--- config.mk ---
export PLATFORM = sky130hd
export DESIGN_NAME = sigmoid_stream_ctrl_flat
export DESIGN_NICKNAME = d
export VERILOG_FILES = /design/src/rtl/sigmoid_stream_ctrl_if.sv /design/src/rtl/sigmoid_stream_ctrl.sv /design/src/flat_wrapper.sv
export SDC_FILE = /design/constraint.sdc
export NUM_CORES = 1
export LEC_CHECK = 0
export CAP_MARGIN = 20
export CORE_MARGIN = 2
export CORE_UTILIZATION = 35
export CTS_BUF_LIST = sky130_fd_sc_hd__clkbuf_8 sky130_fd_sc_hd__clkbuf_16
export DETAILED_ROUTE_END_ITERATION = 7
export GPL_TIMING_DRIVEN = 0
export PLACE_DENSITY = 0.68
export REMOVE_ABC_BUFFERS = 1
export SLEW_MARGIN = 15
export SYNTH_ARGS = -nofsm -noshare
export SYNTH_HDL_FRONTEND = slang
export SYNTH_SLANG_ARGS = --single-unit
--- constraint.sdc ---
create_clock -name clk -period 2 [get_ports clk]
set_input_delay 0.6 -clock clk [delete_from_list [all_inputs] [get_ports clk]]
set_output_delay 0.6 -clock clk [all_outputs]
set_load 0.02 [all_outputs]
--- src/rtl/sigmoid_stream_ctrl_if.sv ---
// Valid/ready stream bundle between the MAC output buffer, the sigmoid sequencer and the write-back path.
// The slave modport is the sequencer side; the master modport is the upstream/downstream side.
interface sigmoid_stream_ctrl_if;
  logic        in_valid;
  logic        in_ready;
  logic [15:0] in_data;
  logic        out_valid;
  logic        out_ready;
  logic [15:0] out_data;

  modport master (
    output in_valid, in_data, out_ready,
    input  in_ready, out_valid, out_data
  );

  modport slave (
    input  in_valid, in_data, out_ready,
    output in_ready, out_valid, out_data
  );
endinterface

--- src/rtl/sigmoid_stream_ctrl.sv ---
// Sequencer for the iterative bfloat16 sigmoid engine: accept one word, time the engine, present the result.
// Optional macro SIGMOID_SAT_BYPASS_EN answers saturated/special operands directly without starting the engine.
module sigmoid_stream_ctrl #(
  parameter int         ENGINE_LATENCY = 41,
  parameter logic [7:0] SAT_EXP        = 8'h83
) (
  input  logic                 clk,
  input  logic                 rst_n,
  sigmoid_stream_ctrl_if.slave stream,
  output logic [15:0]          eng_x,
  output logic                 eng_en,
  input  logic [15:0]          eng_result,
  output logic                 busy
);

  localparam int               CNT_W    = $clog2(ENGINE_LATENCY) + 1;
  localparam logic [CNT_W-1:0] CNT_LOAD = CNT_W'(ENGINE_LATENCY - 1);

  if (ENGINE_LATENCY < 1) begin : g_bad_latency
    $error("sigmoid_stream_ctrl: ENGINE_LATENCY must be at least 1");
  end

  typedef enum logic [1:0] {
    IDLE,
    LOAD,
    RUN,
    OUT
  } state_t;

  state_t           state_q, state_d;
  logic [15:0]      x_q, x_d;
  logic [15:0]      out_data_q, out_data_d;
  logic             out_valid_q, out_valid_d;
  logic [CNT_W-1:0] cnt_q, cnt_d;

`ifdef SIGMOID_SAT_BYPASS_EN
  logic        bypass;
  logic [15:0] bypass_result;

  // Infinity is tested before the saturation band because it also satisfies exp >= SAT_EXP.
  always_comb begin
    bypass        = 1'b0;
    bypass_result = 16'h0000;
    if (stream.in_data[14:7] == 8'hFF) begin
      bypass = 1'b1;
      if (stream.in_data[6:0] != 7'd0) begin
        bypass_result = 16'h7FC0;
      end else begin
        bypass_result = stream.in_data[15] ? 16'h0000 : 16'h3F80;
      end
    end else if (stream.in_data[14:7] >= SAT_EXP) begin
      bypass        = 1'b1;
      bypass_result = stream.in_data[15] ? 16'h0000 : 16'h3F80;
    end else if (stream.in_data[14:7] == 8'h00) begin
      bypass        = 1'b1;
      bypass_result = 16'h3F00;
    end
  end
`endif

  always_comb begin
    state_d     = state_q;
    x_d         = x_q;
    out_data_d  = out_data_q;
    out_valid_d = out_valid_q;
    cnt_d       = cnt_q;
    unique case (state_q)
      IDLE: begin
        if (stream.in_valid) begin
          x_d = stream.in_data;
`ifdef SIGMOID_SAT_BYPASS_EN
          if (bypass) begin
            out_data_d  = bypass_result;
            out_valid_d = 1'b1;
            state_d     = OUT;
          end else begin
            state_d = LOAD;
          end
`else
          state_d = LOAD;
`endif
        end
      end
      LOAD: begin
        cnt_d   = CNT_LOAD;
        state_d = RUN;
      end
      RUN: begin
        if (cnt_q == '0) begin
          out_data_d  = eng_result;
          out_valid_d = 1'b1;
          state_d     = OUT;
        end else begin
          cnt_d = cnt_q - CNT_W'(1);
        end
      end
      OUT: begin
        if (stream.out_ready) begin
          out_valid_d = 1'b0;
          state_d     = IDLE;
        end
      end
      default: state_d = IDLE;
    endcase
  end

  always_ff @(posedge clk) begin
    if (!rst_n) begin
      state_q     <= IDLE;
      x_q         <= 16'h0000;
      out_data_q  <= 16'h0000;
      out_valid_q <= 1'b0;
      cnt_q       <= '0;
    end else begin
      state_q     <= state_d;
      x_q         <= x_d;
      out_data_q  <= out_data_d;
      out_valid_q <= out_valid_d;
      cnt_q       <= cnt_d;
    end
  end

  // The engine is held in load whenever it has no fresh operand to iterate on.
  assign eng_en           = (state_q == IDLE) || (state_q == LOAD);
  assign eng_x            = x_q;
  assign busy             = (state_q != IDLE);
  assign stream.in_ready  = (state_q == IDLE);
  assign stream.out_valid = out_valid_q;
  assign stream.out_data  = out_data_q;

endmodule

--- src/flat_wrapper.sv ---
// flat-port wrapper written by rule: the top's interface ports become plain ports
module sigmoid_stream_ctrl_flat 
#(
  parameter int         ENGINE_LATENCY = 41,
  parameter logic [7:0] SAT_EXP        = 8'h83
)
  (clk, rst_n, eng_x, eng_en, eng_result, busy, stream_in_valid, stream_in_data, stream_out_ready, stream_in_ready, stream_out_valid, stream_out_data);
  sigmoid_stream_ctrl_if stream_i ();
  input  logic clk;
  input  logic rst_n;
  output logic [15:0] eng_x;
  output logic eng_en;
  input  logic [15:0] eng_result;
  output logic busy;
  input wire logic [$bits(stream_i.in_valid)-1:0] stream_in_valid;
  input wire logic [$bits(stream_i.in_data)-1:0] stream_in_data;
  input wire logic [$bits(stream_i.out_ready)-1:0] stream_out_ready;
  output wire logic [$bits(stream_i.in_ready)-1:0] stream_in_ready;
  output wire logic [$bits(stream_i.out_valid)-1:0] stream_out_valid;
  output wire logic [$bits(stream_i.out_data)-1:0] stream_out_data;
  assign stream_i.in_valid = stream_in_valid;
  assign stream_i.in_data = stream_in_data;
  assign stream_i.out_ready = stream_out_ready;
  assign stream_in_ready = stream_i.in_ready;
  assign stream_out_valid = stream_i.out_valid;
  assign stream_out_data = stream_i.out_data;
  sigmoid_stream_ctrl #(.ENGINE_LATENCY(ENGINE_LATENCY), .SAT_EXP(SAT_EXP)) u_core (.clk(clk), .rst_n(rst_n), .stream(stream_i), .eng_x(eng_x), .eng_en(eng_en), .eng_result(eng_result), .busy(busy));
endmodule
Word level (Yosys, flattened, before mapping)
Cells that the tools add are included.
{ "classes": {"addsub": 1, "eq_ne": 7, "n_mux": 9, "n_reduce_logical": 11} }
{ "ops": {"columns": ["operator", "n"], "rows": [
  ["7-bit one-hot mux with 2 select lines", 1],
  ["2-bit one-hot mux with 4 select lines", 1],
  ["7-bit zero test", 1],
  ["7-bit two-way mux", 1],
  ["7-bit by 1-bit subtractor with 7-bit output (second input constant)", 1],
  ["2-bit two-way mux", 3],
  ["2-bit inequality test (second input constant)", 3],
  ["2-bit AND reduction", 3],
  ["3-bit AND reduction", 2],
  ["2-bit nonzero test", 3],
  ["2-bit == test (second input constant)", 2],
  ["2-bit by 1-bit == test with 1-bit output (second input constant)", 1],
  ["2-bit zero test", 1],
  ["1-bit two-way mux", 2],
  ["2-bit by 1-bit inequality test with 1-bit output (second input constant)", 1],
  ["1-bit one-hot mux with 2 select lines", 1],
  ["1-bit logical OR", 1]
]} }
{ "word_totals": {"regBits": 42, "in_bits": 36} }

Depth between registers and ports, before layout
{ "depth": {"ltp_word": 3, "depth_mapped": 9, "depth_no_buf": 6} }

Worst setup path after synthesis
No wires, ideal clock.
{ "synth_path": {"kind": "register to register", "startpoint": "register u_core.state_q[0]", "endpoint": "register u_core.out_data_q[5] (netlist: u_core.stream.out_data[5])", "setup_ns": 0.132, "arrival_time_ns": 1.600, "required_time_ns": 1.868, "slack_ns": 0.267, "path_stages_with_launch": 10, "n_path_buf": 3, "period_less_slack_ns": 1.733, "path_cell_list": "dfxtp_1 inv_1 ha_1 buf_6 nand4bb_4 or4_4 buf_6 buf_8 nand2_1 a21oi_1"} }
{ "synth_via": {"elab_chain_len": 2} }
{ "synth_lines": {"columns": ["item", "line_no", "text"], "rows": [
  ["start, declared", "sigmoid_stream_ctrl.sv:30", "state_t state_q, state_d;"],
  ["start signal, assigned", "sigmoid_stream_ctrl.sv:115", "state_q <= state_d;"],
  ["2-bit == test", "sigmoid_stream_ctrl.sv:67", "unique case (state_q)"],
  ["2-bit AND reduction (no line)", null, null],
  ["end signal, assigned", "sigmoid_stream_ctrl.sv:117", "out_data_q <= out_data_d;"],
  ["end, declared", "sigmoid_stream_ctrl.sv:32", "logic [15:0] out_data_q, out_data_d;"]
]} }
No other way between the ends.
A chain may end at the register's enable or synchronous reset.

Final worst setup path
{ "layout_path": {"startpoint": "register u_core.state_q[1]", "endpoint": "output eng_en"} }
{ "layout_via": {"elab_chain_len": 2} }
{ "layout_lines": {"columns": ["item", "line_no", "text"], "rows": [
  ["2-bit by 1-bit == test with 1-bit output or 2-bit zero test (tied branches)", "sigmoid_stream_ctrl.sv:124", "assign eng_en = (state_q == IDLE) || (state_q == LOAD);"],
  ["1-bit logical OR *", "sigmoid_stream_ctrl.sv:124", null],
  ["end, declared", "flat_wrapper.sv:12", "output logic eng_en;"]
]} }
Every way passes the cells marked *; elsewhere a longest branch is shown, timed or not.

==> impl_metrics.json <==
{
  "tightest_slew_ns": 0.558,
  "power_leakage_nw": 0.910,
  "htree_levels": 2,
  "required_ns": 1.40,
  "p_sw_mw": 1.25,
  "path_clk_slew_ns": 0.09,
  "switching_share": 0.389,
  "synth_cell_types": 34,
  "pin_count": 72,
  "hold_path_class": "reg2reg",
  "place_congestion": 0.766,
  "syn_area_sq_um": 1720,
  "die_area_sq_um": 5480,
  "internal-power_mw": 1.96,
  "cts-root-buf": "clkbuf_8",
  "r2r_cells": 6,
  "critPathKind": "reg2out",
  "hold_slack_ns": 0.456,
  "r2r_end": "u_core.stream.out_data[2]",
  "pwr-share-clk": 0.179,
  "startpoint": "u_core.state_q[1]",
  "crit_path_start_kind": "register",
  "syn_to_final_growth_pct": 50.8,
  "synthArstFlopShare": 0,
  "yosys_warnings": 0,
  "fin_crit_sh": 0.969,
  "wl_per_cell_um": 11.2,
  "cp_cell_sequence": "inv_1 > ha_2 > or2_2 > buf_4",
  "ctsHoldBuffers": 0,
  "outcome": "finished clean",
  "vias": 1602,
  "synth_area_per_cell_sq_um": 8.17,
  "grt-ovfl-total": 0,
  "irDropWorstVdd_v": 0.00104,
  "port_buffers": 71,
  "min_period_ns": 1.94,
  "clk_path_buf_depth": 2,
  "design.core.area_sq_um": 4720,
  "grt_pass1_wl_mm": 6.16,
  "synth_seq_area_share": 0.490,
  "crit_fanout": 4,
  "diodes": 0,
  "p_comb_frac": 0.462,
  "antenna_left": 0,
  "die_width_um": 74.0,
  "worstPathArrival_ns": 1.34,
  "fmax_mhz": 516,
  "critPathCapture": "eng_en",
  "grt_pass1_vias": 1377,
  "hpwl_mm": 2.75,
  "die_h_um": 74.0,
  "critPathCaptureType": "primary output",
  "relSlewSlack": 0.628,
  "grt_max_degree": 38,
  "seqPwrFrac": 0.359,
  "clock_skew_ns": 0.00316,
  "synth_ff_type": "dfxtp_1",
  "synthCells": 210,
  "antenna_found_initial": 0,
  "fp-row-count": 25,
  "maxCapViolCount": 0,
  "clkLatencyLatePin_ns": 0.29,
  "final_core_util": 0.548,
  "cts_inserted_buffers": 5,
  "cp_slowest_cell": "dfxtp_2",
  "ys_seq_elements": 42,
  "routed_via_density": 4.62,
  "synth_edf_count": 0,
  "cts_tree": "built",
  "rrSetupSlack_ns": 0.23,
  "finalSetupTns_ns": 0,
  "drive_gt1_frac": 0.0821,
  "r2r_start": "u_core.state_q[1]",
  "cts_sinks": 42,
  "initial_core_util": 0.363,
  "fin_nets": 320,
  "p_per_area_nw_per_um2": 1240,
  "drcViolationCount": 0,
  "wirelength_mm": 3.89,
  "drtIter0Drc": 92,
  "max_stage_delay_ns": 0.35,
  "final_max_slew_viol_count": 0,
  "finalHoldViolCount": 0,
  "dr.pass1.iters": 4,
  "setup_viol": 0,
  "grtUsageTotal": 0.141
}
==> cell type report <==
cell class	count	area, sq um
sequential	42	846
clock buffer	5	68.8
multi-input combinational	150	798
fill	470	2130
clock inverter	3	28.8
timing repair buffer	73	734
tap	67	83.8
inverter	7	28.8
==> what timing repair did <==
action	in CTS	in global routing
resized for setup	10	8
pin swaps	1	0
setup buffers	1	1
hold endpoints to repair	0	0
endpoints found under the setup margin	21	2
==> layout by cell type, fill, tap and decap left out, types with 2 or more instances in the layout <==
| cell type | synthesis | final |
|---|---|---|
| nand2_1 | 73 | 73 |
| o21ai_0 | 3 | 3 |
| clkdlybuf4s50_1 | 0 | 68 |
| clkbuf_8 | 0 | 5 |
| nand3b_1 | 2 | 2 |
| inv_1 | 6 | 5 |
| nand3_1 | 2 | 2 |
| dfxtp_1 | 42 | 40 |
| ha_1 | 5 | 2 |
| a21oi_1 | 35 | 35 |
| buf_4 | 0 | 2 |
| nor3_1 | 2 | 2 |
| a31oi_1 | 2 | 2 |
| ha_2 | 0 | 2 |
| nor2_1 | 9 | 9 |
==> per-layer routing <==
metal | wire length, um | GRT usage
met5 | 0 | 0
met1 | 1760 | 0.178
met4 | 12 | 0.0364
met3 | 273 | 0.0366
met2 | 1840 | 0.240
==> Yosys cell counts (all sizes together) (2+ instances only) <==
master,n,share of area
dfxtp,42,0.49
nand3,2,0.0058
clkbuf,6,0.013
o21ai,3,0.0087
nand2,73,0.16
nor3,2,0.0058
nor2,9,0.020
nand3b,2,0.0087
inv,7,0.015
a21oi,35,0.10
buf,5,0.027
ha,5,0.036
a31oi,2,0.0073
==> registers in the layout, indices dropped and copies added (netlist names) <==
register and count:
u_core.eng_x 16, u_core.stream.out_data 16, u_core.state_q 2, u_core.cnt_q 7, u_core.stream.out_valid 1
==> worst min-delay path by stage <==
stage | startpoint | end | slack, ns | depth (start not counted)
2_1_floorplan | u_core.cnt_q[0] | u_core.cnt_q[0] | 0.44 | 1
3_3_place_gp | u_core.eng_x[10] | u_core.eng_x[10] | 0.44 | 2
3_5_place_dp | u_core.eng_x[7] | u_core.eng_x[7] | 0.45 | 2
4_1_cts | u_core.eng_x[7] | u_core.eng_x[7] | 0.46 | 2
5_1_grt | u_core.eng_x[8] | u_core.eng_x[8] | 0.48 | 2
6_report | u_core.eng_x[8] | u_core.eng_x[8] | 0.46 | 2
==> power by group through the flow <==
stage | logic (mW) | registers, mW | clock network, mW
global placement | 1.42 | 1.16 | 0
detailed placement | 1.43 | 1.16 | 0
global route | 1.64 | 1.18 | 0.629
CTS | 1.44 | 1.15 | 0.598
finish | 1.48 | 1.15 | 0.574
floorplan | 0.704 | 1.31 | 0
==> stage by stage <==
stage          instance area (sq um)  std cells  setup WS [ns]  total power [mW]
3_3_place_gp                    2440        337         -0.149              2.58
5_1_grt                         2590        347       -0.00132              3.44
6_report                        2590        347         0.0617              3.21
2_1_floorplan                   1650        199          0.307              2.02
3_5_place_dp                    2440        337         -0.188              2.59
4_1_cts                         2560        346        0.00932              3.19
==> critical path: cells and delay by family, from the launching register on <==
kind | cells | cell delay, ns
adder cells (fa/ha/maj) | 1 | 0.20
buffers and inverters | 2 | 0.23
flip-flops | 1 | 0.35
AND/OR/NAND/NOR | 1 | 0.27
==> kinds of logic (layout without fill, tap and decap cells) <==
family,after synthesis,in the layout,share of synthesized area
AOI/OAI and AO/OA,47,47,0.152
adders and majority gates,5,5,0.0364
buffers and inverters,18,88,0.0554
DFF,42,42,0.490
muxes,1,1,0.00583
and+or+nand+nor,97,97,0.261
Power figures use the tool's default switching activity.
